[config.mk]
export PLATFORM = sky130hd
export DESIGN_NAME = wb_bram_arbiter
export DESIGN_NICKNAME = d
export VERILOG_FILES = /design/src/rtl/wb_bram_arbiter.sv
export SDC_FILE = /design/constraint.sdc
export NUM_CORES = 1
export LEC_CHECK = 0
export ABC_AREA = 1
export ABC_CLOCK_PERIOD_IN_PS = 3700
export CORE_AREA = 5 5 121 123
export DETAILED_ROUTE_END_ITERATION = 6
export DIE_AREA = 0 0 126 128
export PLACE_DENSITY_LB_ADDON = 0.25
export SYNTH_ARGS = -nofsm -noshare
export SYNTH_HDL_FRONTEND = slang
export SYNTH_SLANG_ARGS = --single-unit
[constraint.sdc]
create_clock -name clk_i -period 3.7 [get_ports clk_i]
set_input_delay 0.74 -clock clk_i [delete_from_list [all_inputs] [get_ports clk_i]]
set_output_delay 0.74 -clock clk_i [all_outputs]
set_load 0.01 [all_outputs]
[src/rtl/wb_bram_arbiter.sv]
`timescale 1ns/1ps
// wb_bram_arbiter
// Round-robin arbiter that lets two Wishbone masters share one Wishbone slave
// (the on-chip BlockRAM). A grant covers a whole bus cycle and is held for as
// long as the owning master keeps cyc high. An ack watchdog aborts a transfer
// whose slave never acks, so the other master cannot be locked out forever.
//
// Ports
//   clk_i, rst_n_i        clock, asynchronous active-low reset
//   m0_*_i / m0_*_o       master 0 request (cyc, stb, we, adr, dat, sel) and
//                         response (dat, ack, err)
//   m1_*_i / m1_*_o       same set for master 1
//   s_*_o / s_*_i         shared slave port (cyc, stb, we, adr, dat, sel out;
//                         dat, ack in)
//   grant_o               one-hot current owner, 00 when nobody owns the bus
module wb_bram_arbiter #(
    parameter int unsigned timeout_width  = 8,
    parameter int unsigned timeout_cycles = 200
) (
    input  logic        clk_i,
    input  logic        rst_n_i,

    input  logic        m0_cyc_i,
    input  logic        m0_stb_i,
    input  logic        m0_we_i,
    input  logic [31:0] m0_adr_i,
    input  logic [31:0] m0_dat_i,
    input  logic [3:0]  m0_sel_i,
    output logic [31:0] m0_dat_o,
    output logic        m0_ack_o,
    output logic        m0_err_o,

    input  logic        m1_cyc_i,
    input  logic        m1_stb_i,
    input  logic        m1_we_i,
    input  logic [31:0] m1_adr_i,
    input  logic [31:0] m1_dat_i,
    input  logic [3:0]  m1_sel_i,
    output logic [31:0] m1_dat_o,
    output logic        m1_ack_o,
    output logic        m1_err_o,

    output logic        s_cyc_o,
    output logic        s_stb_o,
    output logic        s_we_o,
    output logic [31:0] s_adr_o,
    output logic [31:0] s_dat_o,
    output logic [3:0]  s_sel_o,
    input  logic [31:0] s_dat_i,
    input  logic        s_ack_i,

    output logic [1:0]  grant_o
);

    typedef enum logic [1:0] {StIdle, StBusy0, StBusy1, StAbort} state_e;

    localparam logic [timeout_width-1:0] CountLast = timeout_width'(timeout_cycles - 1);
    localparam logic [timeout_width-1:0] CountOne  = timeout_width'(1);

    state_e                   state_q;
    logic                     last_q;   // master served most recently
    logic                     owner_q;  // master owning BUSY/ABORT
    logic                     err0_q;
    logic                     err1_q;
    logic [timeout_width-1:0] count_q;

    logic own_cyc;
    logic own_stb;

    assign own_cyc = owner_q ? m1_cyc_i : m0_cyc_i;
    assign own_stb = owner_q ? m1_stb_i : m0_stb_i;

    always_ff @(posedge clk_i or negedge rst_n_i) begin
        if (!rst_n_i) begin
            state_q <= StIdle;
            last_q  <= 1'b1;
            owner_q <= 1'b0;
            err0_q  <= 1'b0;
            err1_q  <= 1'b0;
            count_q <= '0;
        end else begin
            err0_q <= 1'b0;
            err1_q <= 1'b0;
            case (state_q)
                StIdle: begin
                    count_q <= '0;
                    // On a tie, the master not served last wins.
                    if (m0_cyc_i && (!m1_cyc_i || last_q)) begin
                        state_q <= StBusy0;
                        owner_q <= 1'b0;
                    end else if (m1_cyc_i) begin
                        state_q <= StBusy1;
                        owner_q <= 1'b1;
                    end
                end
                StBusy0, StBusy1: begin
                    // Priority: cyc drop beats expiry, ack beats expiry.
                    if (!own_cyc) begin
                        state_q <= StIdle;
                        last_q  <= owner_q;
                        count_q <= '0;
                    end else if (s_ack_i || !own_stb) begin
                        count_q <= '0;
                    end else if (count_q == CountLast) begin
                        state_q <= StAbort;
                        err0_q  <= ~owner_q;
                        err1_q  <= owner_q;
                    end else begin
                        count_q <= count_q + CountOne;
                    end
                end
                StAbort: begin
                    // Counter is left frozen here so it cannot wrap.
                    if (!own_cyc) begin
                        state_q <= StIdle;
                        last_q  <= owner_q;
                    end
                end
                default: state_q <= StIdle;
            endcase
        end
    end

    assign m0_dat_o = s_dat_i;
    assign m1_dat_o = s_dat_i;
    assign m0_err_o = err0_q;
    assign m1_err_o = err1_q;

    always_comb begin
        s_cyc_o  = 1'b0;
        s_stb_o  = 1'b0;
        s_we_o   = 1'b0;
        s_adr_o  = '0;
        s_dat_o  = '0;
        s_sel_o  = '0;
        m0_ack_o = 1'b0;
        m1_ack_o = 1'b0;
        grant_o  = 2'b00;
        case (state_q)
            StBusy0: begin
                s_cyc_o  = m0_cyc_i;
                s_stb_o  = m0_stb_i;
                s_we_o   = m0_we_i;
                s_adr_o  = m0_adr_i;
                s_dat_o  = m0_dat_i;
                s_sel_o  = m0_sel_i;
                m0_ack_o = s_ack_i & m0_stb_i;
                grant_o  = 2'b01;
            end
            StBusy1: begin
                s_cyc_o  = m1_cyc_i;
                s_stb_o  = m1_stb_i;
                s_we_o   = m1_we_i;
                s_adr_o  = m1_adr_i;
                s_dat_o  = m1_dat_i;
                s_sel_o  = m1_sel_i;
                m1_ack_o = s_ack_i & m1_stb_i;
                grant_o  = 2'b10;
            end
            default: ;
        endcase
    end

endmodule

Word level (Yosys, flattened, before mapping)
Index checks and enable logic that the tools add are counted.

Logic and storage cells: 66. Input bits: 177. Flip-flop bits (word level): 14. Output and inout port bits: 141.

$add $sub $neg: 1. Muxes and demuxes: 32. Eq/ne operators: 9. Bitwise operators: 4. Reduce and logical (&&, ||, !) cells: 14.

Operator list (count): 32-bit one-hot mux with 2 select lines (2); 8-bit 2-to-1 mux (3); 8-bit one-hot mux with 2 select lines (1); 1-bit 2-to-1 mux (14); 2-bit 2-to-1 mux (6); 3-bit inequality test, second input constant (3); 8-bit by 1-bit adder with 8-bit output, second input constant (1); 8-bit equality test, second input constant (1); 4-bit one-hot mux with 2 select lines (1); 1-bit one-hot mux with 2 select lines (3); 2-bit one-hot mux with 3 select lines (1); 2-bit AND reduction (3); 2-bit equality test, second input constant (2); 4-bit inequality test, second input constant (1); 2-bit one-hot mux with 2 select lines (1); 4-bit AND reduction (1); 2-bit nonzero test (2); 3-bit OR reduction (1); 1-bit AND (2); 2-bit by 1-bit equality test with 1-bit output, second input constant (1); 1-bit logical NOT (2); 2-bit logical NOT (1); 1-bit logical OR (2); 2-bit inequality test, second input constant (1); 3 further kinds (4).

Longest topological paths before layout
Depth after elaboration: 6. Gate-level depth with buffers: 10. Gate-level depth less buffers: 10.

Worst setup path before layout
Ideal clock, no wire load.

Kind: register to output. Start: reg state_q[0]. End: out s_adr_o[0]. Stages on the path, launching flop included: 7. Path slack: 1453 ps. Buffers on the path: 2. Arrival time: 1507 ps. Data required time: 2960 ps. Path through: dfrtp_1 -> inv_1 -> ha_1 -> inv_1 -> buf_2 -> buf_2 -> a21oi_1.

Word-level cells in the longest chain between the ends: 2. Elaborated cells on any way between the ends: 3. Those cells by class: 2 x eq/ne; 1 x mux.

RTL lines: start, declared (RTL line 60) `state_e state_q;`; start signal, assigned (RTL line 75) `state_q <= StIdle;`; start signal, assigned (RTL line 89) `state_q <= StBusy0;`; start signal, assigned (RTL line 92) `state_q <= StBusy1;`; 2-bit equality test / 2-bit by 1-bit equality test with 1-bit output (equally long branches) (RTL line 139) `case (state_q)`; 32-bit one-hot mux with 2 select lines (*) (RTL line 139); end, declared (RTL line 46) `output logic [31:0] s_adr_o,`.

Every way passes the cells marked *; elsewhere a longest branch is shown, timed or not.

Final worst setup path
Start: reg state_q[0]. End: out s_sel_o[0].

Word-level cells in the longest chain between the ends: 2. Elaborated cells on any way between the ends: 3. Those cells by class: 2 x eq/ne; 1 x mux.

RTL lines: 2-bit equality test / 2-bit by 1-bit equality test with 1-bit output (equally long branches) (RTL line 139); 4-bit one-hot mux with 2 select lines (*) (RTL line 139); end, declared (RTL line 48) `output logic [3:0] s_sel_o,`.

Marked as above.

==> flow_metrics.tcl <==
set metrics [dict create \
    tns_ns 0 \
    detail-route-antenna-nets 0 \
    final_nets 782 \
    finalInstanceArea_sq_um 4560 \
    layout_min_cycle_time_ns 3.44 \
    hold_class "flop to flop" \
    cts_resized 0 \
    ctsRootBufferMaster "clkbuf_16" \
    wl_per_cell_microns 17.6 \
    avgSynthCellArea_sq_um 5.63 \
    grt_max_degree 30 \
    hold_buffers 0 \
    fin_crit_sh 0.929 \
    skew_ns 0.00228 \
    antenna_found_initial 0 \
    synth_cells 449 \
    seq_area_frac_synth 0.139 \
    cts_buffers 3 \
    io_pins 318 \
    cts_setup_buffers 0 \
    syn_area_sq_um 2530 \
    first_pass_iters 4 \
    grt_remaining_overflow 0 \
    crit_type "flop to output pin" \
    port_buffers 221 \
    ctsHtreeMaxLevel 1 \
    grt_pass1_vias 3323 \
    fmaxAchievable_mhz 291 \
    vias 3353 \
    drtIter0Drc 168 \
    relSlewSlack 0.533 \
    gr-usage-all-layers 0.154 \
    ys_ff_latch 14 \
    die_w_microns 126 \
    grt_pass1_wl_microns 19800 \
    drc_errors 0 \
    clock_latency_ns 0.25 \
    hpwl_microns 11200 \
    die_area_sq_um 16100 \
    power.density_nw_per_um2 560 \
    viasPerCell 4.33 \
    maxSlewViolCount 0 \
    antenna_cells 0 \
    start_util 0.186 \
    numClockSinks 14 \
    syn_nets 636 \
    core-area_sq_um 13600 \
    cap_violations 0 \
    start_kind "flop" \
    rsz0062_at_grt "false" \
    postPlaceCellArea_sq_um 4470 \
    cp-end-kind "output pin" \
    gp_congestion 0.842 \
    synth_cell_types 25 \
    synth_warnings 0 \
    hold_viol_final 0 \
    leakagePower_nw 1.73 \
    rows 43 \
    clockBufferDepth 2 \
    utilization 0.336 \
    clk_pin_slew_ns 0.05 \
    worst_ep_required_time_ns 2.96 \
    die_y_microns 128 \
    crit_arrival_ns 2.70 \
    vdd_drop_max_mv 0.296 \
    worstMarginPinSlew_ns 0.698 \
    hold_slack_ns 0.527 \
    drive_above_1_share 0.0471 \
    setup_violations 0 \
    power_mw 2.55 \
    cts_tree "done" \
    wirelength_microns 13600 \
    syn2layout_area_growth_pct 80.6 \
    path_max_fanout 25 \
    outcome "finished clean" \
]
==> cells by family after synthesis <==
kind of cell    count (synthesis)  synth area share
fa+ha+maj                      10            0.0495
compound gates                 83             0.167
buf+inv                       107             0.258
simple gates                  235             0.386
flops                          14             0.139
==> worst max-delay path, cell delays in order, from the launching register on <==
cell             delay [ns]
dfrtp_1                0.44
inv_1                  0.13
ha_1                   0.41
inv_2                  0.23
buf_12                 0.25
a21oi_1                0.34
clkdlybuf4s50_1        0.63
==> layout by cell type (no fill, tap or decap), types with 6 or more instances in the layout <==
cell type        netlist  final
a21oi_1               71     71
inv_1                 17     16
ha_1                  10      8
dfrtp_1               13     13
clkdlybuf4s50_1        0    221
nand3_1               15     15
nand2_1              187    187
o21ai_0                8      8
buf_4                 64      6
nor2_1                20     20
==> sequential cells by signal, indices dropped and copies added, names as in the netlist <==
name / count
state_q: 2
m0_err_o: 1
m1_err_o: 1
count_q: 8
last_q: 1
owner_q: 1
==> stage by stage <==
stage          setup slack [ns]  std cells
2_1_floorplan              1.45        449
3_3_place_gp              0.560        770
3_5_place_dp              0.559        770
4_1_cts                   0.277        774
5_1_grt                   0.162        774
6_report                  0.261        774
==> metal layers <==
metal | share of wire | global-route usage | wire length, microns | vias to the layer above
li1 | - | - | - | 1644
met1 | 0.44 | 0.207 | 5940 | 1497
met2 | 0.47 | 0.252 | 6390 | 203
met3 | 0.089 | 0.0463 | 1210 | 9
met4 | 0.0063 | 0.0196 | 86 | 0
met5 | 0 | 0 | 0 | -
==> Yosys cell counts (all sizes together) <==
library cell / number / area share
o21ai: 11 / 0.023
clkbuf: 16 / 0.024
dfstp: 1 / 0.010
nand4: 3 / 0.0074
inv: 19 / 0.028
buf: 72 / 0.21
dfrtp: 13 / 0.13
a32oi: 1 / 0.0035
and2: 1 / 0.0035
nor3: 1 / 0.0020
ha: 10 / 0.050
nor2: 24 / 0.047
nand2: 190 / 0.29
a21oi: 71 / 0.14
nand3: 16 / 0.037
==> layout make-up <==
cell class,instances,area (sq um)
multi-input combinational,328,1530
clock buffer,4,88.8
tap,180,225
timing repair buffer,229,2300
fill,1481,9000
sequential,14,352
inverter,19,71.3
==> power by group <==
group	internal, mW	switching [mW]
sequential	0.183	0.0395
clock	0.165	0.0730
combinational	0.940	1.15
==> path summary, 6_finish.rpt <==
check	start	end	slack [ns]	cells after the start
min in group asynchronous	rst_n_i	count_q[0]$_DFFE_PN0P_	0.91	1
setup reg to reg	state_q[0]$_DFFE_PN0P_	count_q[6]$_DFFE_PN0P_	1.52	10
setup / recovery	state_q[0]$_DFFE_PN0P_	s_sel_o[0]	0.26	6
hold / removal	last_q$_DFFE_PN1P_	last_q$_DFFE_PN1P_	0.53	2
max in group asynchronous	rst_n_i	state_q[0]$_DFFE_PN0P_	2.35	1
hold reg to reg	last_q$_DFFE_PN1P_	last_q$_DFFE_PN1P_	0.53	2
(Power assumes the default switching activity.)
